[src/rtl/ms_data_arb_pkg.sv]
// Shared types and widths for the multi-channel data-bus arbiter family.
package ms_arb_pkg;

  localparam int CAddrW = 32;
  localparam int CDataW = 64;
  localparam int CSizeW = 4;

  typedef enum logic [1:0] {
    ArbIdle = 2'd0,
    ArbBus  = 2'd1,
    ArbAck  = 2'd2
  } arbState_e;

  // Channel index width; a single channel still needs one bit.
  function automatic int idxWidth(input int n);
    return (n > 1) ? $clog2(n) : 1;
  endfunction

endpackage

[src/rtl/ms_data_arb_if.sv]
// Requester-side and downstream-bus signals of the arbiter, bundled per instance.
interface ms_data_arb_if
  import ms_arb_pkg::*;
#(
  parameter int CChCnt = 3
) ();

  logic [CChCnt*CAddrW-1:0] AReqAddr;
  logic [CChCnt*CDataW-1:0] AReqMosi;
  logic [CChCnt*CSizeW-1:0] AReqWrSize;
  logic [CChCnt*CSizeW-1:0] AReqRdSize;
  logic [CChCnt-1:0]        AReqLock;
  logic [CChCnt-1:0]        AReqAck;
  logic [CDataW-1:0]        AReqMiso;

  logic [CAddrW-1:0]        ABusAddr;
  logic [CDataW-1:0]        ABusMosi;
  logic [CSizeW-1:0]        ABusWrSize;
  logic [CSizeW-1:0]        ABusRdSize;
  logic [CDataW-1:0]        ABusMiso;
  logic                     ABusBusy;

  logic [CChCnt-1:0]        AGrant;

  modport master (
    input  AReqAddr, AReqMosi, AReqWrSize, AReqRdSize, AReqLock,
    input  ABusMiso, ABusBusy,
    output AReqAck, AReqMiso,
    output ABusAddr, ABusMosi, ABusWrSize, ABusRdSize,
    output AGrant
  );

  modport slave (
    output AReqAddr, AReqMosi, AReqWrSize, AReqRdSize, AReqLock,
    output ABusMiso, ABusBusy,
    input  AReqAck, AReqMiso,
    input  ABusAddr, ABusMosi, ABusWrSize, ABusRdSize,
    input  AGrant
  );

endinterface

[src/rtl/ms_data_arb_rr_pick.sv]
// Combinational one-hot picker: round-robin from startIdx, or fixed lowest-index priority.
module ms_rr_pick
  import ms_arb_pkg::*;
#(
  parameter int CChCnt = 3,
  parameter int CIdxW  = idxWidth(CChCnt)
) (
  input  logic [CChCnt-1:0] req,
  input  logic [CIdxW-1:0]  startIdx,
  input  logic              fixedMode,
  output logic [CChCnt-1:0] gnt,
  output logic [CIdxW-1:0]  gntIdx,
  output logic              gntValid
);

  int unsigned idx;

  always_comb begin
    gnt      = '0;
    gntIdx   = '0;
    gntValid = 1'b0;
    idx      = 0;
    for (int unsigned k = 0; k < CChCnt; k++) begin
      idx = k;
      if (!fixedMode) begin
        idx = idx + 32'(startIdx);
        if (idx >= CChCnt) idx = idx - CChCnt;
      end
      if (!gntValid && req[idx]) begin
        gnt[idx] = 1'b1;
        gntIdx   = CIdxW'(idx);
        gntValid = 1'b1;
      end
    end
  end

endmodule

[src/rtl/ms_data_arb.sv]
// Multi-channel request arbiter forwarding one registered transfer at a time downstream.
module ms_data_arb
  import ms_arb_pkg::*;
#(
  parameter int CChCnt     = 3,
  parameter int CFixedPrio = 0
) (
  input  logic           AClkH,
  input  logic           AResetHN,
  input  logic           AClkHEn,
  ms_data_arb_if.master  arbIf
);

  localparam int               CIdxW    = idxWidth(CChCnt);
  localparam logic [CIdxW-1:0] CLastIdx = CIdxW'(CChCnt - 1);

  arbState_e          state;
  logic [CIdxW-1:0]   rrPtr;
  logic [CIdxW-1:0]   grantIdx;
  logic [CIdxW-1:0]   lockCh;
  logic               lockActive;
  logic [CChCnt-1:0]  grant;
  logic [CChCnt-1:0]  ack;
  logic [CDataW-1:0]  miso;
  logic [CAddrW-1:0]  busAddr;
  logic [CDataW-1:0]  busMosi;
  logic [CSizeW-1:0]  busWr;
  logic [CSizeW-1:0]  busRd;

  logic [CChCnt-1:0]  pend;
  logic [CChCnt-1:0]  lockMask;
  logic [CChCnt-1:0]  pickReq;
  logic [CChCnt-1:0]  pickGnt;
  logic [CIdxW-1:0]   pickIdx;
  logic [CIdxW-1:0]   startIdx;
  logic               pickValid;
  logic               lockEff;

  logic [CAddrW-1:0]  selAddr;
  logic [CDataW-1:0]  selMosi;
  logic [CSizeW-1:0]  selWr;
  logic [CSizeW-1:0]  selRd;

  always_comb begin
    pend = '0;
    for (int unsigned i = 0; i < CChCnt; i++) begin
      pend[i] = (|arbIf.AReqWrSize[i*CSizeW +: CSizeW]) |
                (|arbIf.AReqRdSize[i*CSizeW +: CSizeW]);
    end
  end

  // A held lock restricts the search to its owner; it stops holding once the owner
  // is idle with the lock bit low, and the normal search runs in that same cycle.
  always_comb begin
    lockMask         = '0;
    lockMask[lockCh] = 1'b1;
    lockEff  = lockActive && (pend[lockCh] || arbIf.AReqLock[lockCh]);
    pickReq  = lockEff ? (pend & lockMask) : pend;
    startIdx = (rrPtr == CLastIdx) ? '0 : rrPtr + 1'b1;
  end

  ms_rr_pick #(
    .CChCnt (CChCnt),
    .CIdxW  (CIdxW)
  ) uPick (
    .req       (pickReq),
    .startIdx  (startIdx),
    .fixedMode (CFixedPrio != 0),
    .gnt       (pickGnt),
    .gntIdx    (pickIdx),
    .gntValid  (pickValid)
  );

  always_comb begin
    selAddr = arbIf.AReqAddr  [32'(pickIdx)*CAddrW +: CAddrW];
    selMosi = arbIf.AReqMosi  [32'(pickIdx)*CDataW +: CDataW];
    selWr   = arbIf.AReqWrSize[32'(pickIdx)*CSizeW +: CSizeW];
    selRd   = arbIf.AReqRdSize[32'(pickIdx)*CSizeW +: CSizeW];
  end

  always_ff @(posedge AClkH or negedge AResetHN) begin
    if (!AResetHN) begin
      state      <= ArbIdle;
      rrPtr      <= CLastIdx;
      grantIdx   <= '0;
      lockCh     <= '0;
      lockActive <= 1'b0;
      grant      <= '0;
      ack        <= '0;
      miso       <= '0;
      busAddr    <= '0;
      busMosi    <= '0;
      busWr      <= '0;
      busRd      <= '0;
    end else if (AClkHEn) begin
      case (state)
        ArbIdle: begin
          if (lockActive && !lockEff) lockActive <= 1'b0;
          if (pickValid) begin
            state    <= ArbBus;
            grant    <= pickGnt;
            grantIdx <= pickIdx;
            if (CFixedPrio == 0) rrPtr <= pickIdx;
            busAddr  <= selAddr;
            busMosi  <= selMosi;
            busWr    <= selWr;
            busRd    <= selRd;
          end
        end
        ArbBus: begin
          if (!arbIf.ABusBusy) begin
            state   <= ArbAck;
            miso    <= arbIf.ABusMiso;
            ack     <= grant;
            busAddr <= '0;
            busMosi <= '0;
            busWr   <= '0;
            busRd   <= '0;
          end
        end
        ArbAck: begin
          state      <= ArbIdle;
          ack        <= '0;
          grant      <= '0;
          lockActive <= arbIf.AReqLock[grantIdx];
          lockCh     <= grantIdx;
        end
        default: state <= ArbIdle;
      endcase
    end
  end

  assign arbIf.AGrant     = grant;
  assign arbIf.AReqAck    = ack;
  assign arbIf.AReqMiso   = miso;
  assign arbIf.ABusAddr   = busAddr;
  assign arbIf.ABusMosi   = busMosi;
  assign arbIf.ABusWrSize = busWr;
  assign arbIf.ABusRdSize = busRd;

endmodule

[src/flat_wrapper.sv]
// flat-port wrapper written by rule: the top's interface ports become plain ports
module ms_data_arb_flat import ms_arb_pkg::*;
#(
  parameter int CChCnt     = 3,
  parameter int CFixedPrio = 0
)
  (AClkH, AResetHN, AClkHEn, arbIf_AReqAddr, arbIf_AReqMosi, arbIf_AReqWrSize, arbIf_AReqRdSize, arbIf_AReqLock, arbIf_ABusMiso, arbIf_ABusBusy, arbIf_AReqAck, arbIf_AReqMiso, arbIf_ABusAddr, arbIf_ABusMosi, arbIf_ABusWrSize, arbIf_ABusRdSize, arbIf_AGrant);
  ms_data_arb_if #(.CChCnt(CChCnt)) arbIf_i ();
  input  logic AClkH;
  input  logic AResetHN;
  input  logic AClkHEn;
  input wire logic [$bits(arbIf_i.AReqAddr)-1:0] arbIf_AReqAddr;
  input wire logic [$bits(arbIf_i.AReqMosi)-1:0] arbIf_AReqMosi;
  input wire logic [$bits(arbIf_i.AReqWrSize)-1:0] arbIf_AReqWrSize;
  input wire logic [$bits(arbIf_i.AReqRdSize)-1:0] arbIf_AReqRdSize;
  input wire logic [$bits(arbIf_i.AReqLock)-1:0] arbIf_AReqLock;
  input wire logic [$bits(arbIf_i.ABusMiso)-1:0] arbIf_ABusMiso;
  input wire logic [$bits(arbIf_i.ABusBusy)-1:0] arbIf_ABusBusy;
  output wire logic [$bits(arbIf_i.AReqAck)-1:0] arbIf_AReqAck;
  output wire logic [$bits(arbIf_i.AReqMiso)-1:0] arbIf_AReqMiso;
  output wire logic [$bits(arbIf_i.ABusAddr)-1:0] arbIf_ABusAddr;
  output wire logic [$bits(arbIf_i.ABusMosi)-1:0] arbIf_ABusMosi;
  output wire logic [$bits(arbIf_i.ABusWrSize)-1:0] arbIf_ABusWrSize;
  output wire logic [$bits(arbIf_i.ABusRdSize)-1:0] arbIf_ABusRdSize;
  output wire logic [$bits(arbIf_i.AGrant)-1:0] arbIf_AGrant;
  assign arbIf_i.AReqAddr = arbIf_AReqAddr;
  assign arbIf_i.AReqMosi = arbIf_AReqMosi;
  assign arbIf_i.AReqWrSize = arbIf_AReqWrSize;
  assign arbIf_i.AReqRdSize = arbIf_AReqRdSize;
  assign arbIf_i.AReqLock = arbIf_AReqLock;
  assign arbIf_i.ABusMiso = arbIf_ABusMiso;
  assign arbIf_i.ABusBusy = arbIf_ABusBusy;
  assign arbIf_AReqAck = arbIf_i.AReqAck;
  assign arbIf_AReqMiso = arbIf_i.AReqMiso;
  assign arbIf_ABusAddr = arbIf_i.ABusAddr;
  assign arbIf_ABusMosi = arbIf_i.ABusMosi;
  assign arbIf_ABusWrSize = arbIf_i.ABusWrSize;
  assign arbIf_ABusRdSize = arbIf_i.ABusRdSize;
  assign arbIf_AGrant = arbIf_i.AGrant;
  ms_data_arb #(.CChCnt(CChCnt), .CFixedPrio(CFixedPrio)) u_core (.AClkH(AClkH), .AResetHN(AResetHN), .AClkHEn(AClkHEn), .arbIf(arbIf_i));
endmodule
[config.mk]
export PLATFORM = sky130hd
export DESIGN_NAME = ms_data_arb_flat
export DESIGN_NICKNAME = d
export VERILOG_FILES = /design/src/rtl/ms_data_arb_pkg.sv /design/src/rtl/ms_data_arb_if.sv /design/src/rtl/ms_data_arb_rr_pick.sv /design/src/rtl/ms_data_arb.sv /design/src/flat_wrapper.sv
export SDC_FILE = /design/constraint.sdc
export NUM_CORES = 1
export LEC_CHECK = 0
export CORE_AREA = 4 4 214 216
export CTS_CLUSTER_DIAMETER = 50
export DETAILED_ROUTE_END_ITERATION = 8
export DIE_AREA = 0 0 218 220
export GPL_TIMING_DRIVEN = 0
export PLACE_DENSITY = 0.52
export SETUP_SLACK_MARGIN = 0.02
export SYNTH_ARGS = -nofsm -noshare
export SYNTH_HDL_FRONTEND = slang
export SYNTH_SLANG_ARGS = --single-unit
[constraint.sdc]
create_clock -name AClkH -period 3.8 [get_ports AClkH]
set_input_delay 0.76 -clock AClkH [delete_from_list [all_inputs] [get_ports AClkH]]
set_output_delay 0.76 -clock AClkH [all_outputs]
set_load 0.005 [all_outputs]
==> PnR_summary.wiki <==
{| class="wikitable"
! Metric !! Value
|-
| Worst slew margin relative to its limit || 0.525
|-
| Cell area after technology mapping || between 9000 and 10000 um2
|-
| Clock insertion delay at the later pin of the skew report || 0.48 ns
|-
| Largest net degree at the start of global routing || 72
|-
| Maximum frequency from static timing analysis || 275 MHz
|-
| Number of detailed-routing iterations run before antenna repair || 5
|-
| Area of placed instances || 15600 um2
|-
| Setup Total Neg Slack || 0 ns
|-
| Type of the most critical hold path || in -> async
|-
| Deepest clock path buffer count || 2
|-
| Peak supply drop || 0.455 mV
|-
| Critical Path Fanout Max || 10
|-
| Max-capacitance violation count || 0
|-
| Synth area leaders || dfrtp_1 (49%), mux2i_1 (12%), mux2_2 (8.1%)
|-
| IO Port Bufs || about 560
|-
| Global-route wire length before repair || 61.2 mm
|-
| Via-to-Cell Ratio || 4.36
|-
| Register area share after synthesis || 0.496
|-
| Effective utilization at floorplan || 0.209
|-
| Run status || completed
|-
| Mean routed wirelength per cell || 21.4 um
|-
| Async S/R FF share, synth || 1.00
|-
| Clock sink count || 182
|-
| Floorplan die area || 48000 um2
|-
| Reg2reg start || u_core.lockCh[1]
|-
| Library cell with the largest summed area after synthesis || dfrtp_1
|-
| Count of distinct cell types in the synthesized netlist || 39
|-
| Number of global-route vias before repair || 9428
|-
| Post-route core utilization || 0.368
|-
| Setup repair after global routing missed its margin || no
|-
| Data required time of the worst path || ~4.2 ns
|-
| Number of flops mapped to enable cells by yosys || 0
|-
| Share of final-layout standard cells stronger than drive strength 1 || 0.131
|-
| CTS Root Cell || clkbuf_16
|-
| Slew at the pin closest to its max-slew limit || 0.713 ns
|-
| Warnings from Yosys || 0
|-
| R2R Path End || u_core.arbIf.ABusAddr[12]
|-
| Post-synthesis instance total || approximately 800
|-
| Endpoint kind of the worst setup timing path || flop
|-
| Number of placement rows || 77
|-
| Worst-case clock skew || ~0.0089 ns
|-
| Final setup violation count || 0
|-
| Setup CP Type || in -> reg
|-
| Routed vias || roughly 8700
|-
| DRC Markers || 0
|-
| Cell with the most instances after synthesis || dfrtp_1
|-
| Total of hold buffers inserted after clock tree synthesis || 0
|-
| Worst-case hold slack || 0.182 ns
|-
| Length in cells of the worst reg-to-reg path || 8
|-
| Cell leakage power || 7.07 nW
|-
| Post-Syn Nets || between 1000 and 1500
|-
| Fill cells || 4468
|-
| Cell area after layout || 16200 um2
|-
| Final period util || 0.957
|-
| Area added between synthesis and finish || 76.0%
|-
| Arr. time, crit path || 3.99 ns
|-
| Floorplan Core Area || 43900 um2
|-
| Clock slew seen by the registers of the worst setup and hold paths || 0.07 ns
|-
| Area share of the largest cell type after synthesis || 0.493
|-
| Number of storage elements in the synthesis netlist || 182
|-
| Cell Pwr Density || 709 nW/um2
|-
| Setup repair bufs after CTS || 0
|-
| CTS tree || built
|-
| Post-route antenna net violation count || 0
|-
| Number of max-slew violations in the final report || 0
|-
| Sum of overflow across all layers after global routing || 0
|-
| Gp weighted congestion || 0.819
|-
| Number of DRC markers in iteration 0 || 438
|-
| Mapped Avg Cell Area || 11.3 um2
|-
| I/O pins || around 560
|-
| Chip height || 220 um
|-
| Number of buffers created by CTS || 17
|-
| Horizontal extent of the die || 218 um
|-
| Post-detail-place hpwl || between 30 and 40 mm
|-
| Setup slack of the worst register-to-register path || 0.65 ns
|-
| Kind of launch point of the worst setup path || primary input
|-
| Number of antenna violations at the first check in global routing || 3
|-
| GRT Total Usage || 0.173
|-
| Endpoints failing hold || 0
|-
| Commonest register cell after synthesis || dfrtp_1
|-
| Top cell types by occurrence after synthesis || dfrtp_1 (181), nand2_1 (121), inv_1 (111)
|-
| Crit path time final || between 3 and 4 ns
|-
| H-Tree Level Count || 4
|-
| Number of nets in the layout || 1774
|-
| Total wire length after detailed routing || 42.7 mm
|}
==> routing by layer <==
| layer | vias up | global-route usage | wire length (um) |
|---|---|---|---|
| li1 | 4057 | - | - |
| met1 | 4233 | 0.196 | 16700 |
| met2 | 387 | 0.301 | 21500 |
| met3 | 34 | 0.0746 | 3900 |
| met4 | 4 | 0.0402 | 562 |
| met5 | - | 0 | 26 |
==> power breakdown <==
part | internal (mW) | switching [mW]
registers | 2.84 | 0.523
clock network | 0.938 | 0.911
logic | 3.47 | 2.80
total | 7.24 | 4.23
==> state kept, by name (all words and copies together) (netlist names) <==
signal	count
u_core.state	2
u_core.arbIf.AReqMiso	64
u_core.arbIf.AReqAck	3
u_core.lockActive	1
u_core.arbIf.ABusMosi	64
u_core.arbIf.AGrant	3
u_core.arbIf.ABusAddr	32
u_core.grantIdx	2
u_core.arbIf.ABusRdSize	4
u_core.arbIf.ABusWrSize	4
u_core.lockCh	2
u_core.rrPtr	1
==> critical path, stage by stage <==
cell	delay [ns]
clkdlybuf4s50_1	0.43
or4_1	0.65
or4_1	0.45
a41o_1	0.34
o311ai_4	0.47
clkbuf_4	0.38
buf_4	0.33
o221ai_2	0.15
==> cell usage in the layout, fill, tap and decap left out, drive strengths merged, types with 2 or more instances in the layout <==
master / instances
clkdlybuf4s50: 555
dfrtp: 181
nand2: 121
inv: 113
mux2i: 107
o221ai: 105
mux2: 66
clkbuf: 39
buf: 38
o21ai: 14
nor2: 9
clkinv: 9
or4: 7
o22ai: 5
nor2b: 4
a21oi: 4
nor4: 3
nand2b: 3
o21a: 2
a2bb2oi: 2
clkinvlp: 2
==> final cells by class <==
cell class | count | area (um2) | share of cell area
Antenna cell | 1 | 2.50 | 0.000155
Clock inverter | 14 | 150 | 0.00929
Clock buffer | 18 | 439 | 0.0272
Sequential cell | 182 | 4560 | 0.282
Inverter | 111 | 417 | 0.0258
Timing Repair Buffer | 558 | 5630 | 0.348
Multi-Input combinational cell | 465 | 3870 | 0.240
Tap cell | 592 | 741 | 0.0458
Buffer | 56 | 364 | 0.0225
==> kinds of logic (layout without fill, tap and decap cells) <==
group           Yosys count  count (layout)  synth area share
flops                   182             182             0.496
mux                     173             173             0.198
buf+inv                 167             757            0.0828
simple gates            151             151            0.0691
compound gates          141             141             0.155
other cells               0               1                 0
==> worst max path at each step <==
stage                        startpoint                   endpoint  slack [ns]  depth (start not counted)
global placement               AResetHN  u_core.arbIf.ABusMosi[54]       -6.56                          1
detailed placement  arbIf_AReqRdSize[9]  u_core.arbIf.ABusAddr[12]       -0.99                         10
CTS                 arbIf_AReqRdSize[2]  u_core.arbIf.ABusAddr[12]        0.07                          8
global route        arbIf_AReqRdSize[9]     u_core.arbIf.AGrant[2]       0.005                         11
floorplan           arbIf_AReqRdSize[2]  u_core.arbIf.ABusAddr[19]        0.71                          9
finish              arbIf_AReqWrSize[0]  u_core.arbIf.ABusAddr[12]        0.16                          8
==> metrics by stage <==
step	cells	power, mW	worst slack [ns]
after floorplan	814	6.38	0.711
after global placement	1962	9.71	-6.56
after detailed placement	1964	9.78	-0.990
after CTS	1996	11.7	0.0735
after global routing	1997	12.3	0.00496
final	1997	11.5	0.162
==> timing repair <==
item	in CTS	in global routing
gates cloned	0	0
pin swaps	0	1
resized for setup	2	11
endpoints found under the hold margin	0	0
setup endpoints to repair	10	50
No activity file was read; power rests on OpenSTA's default activity.
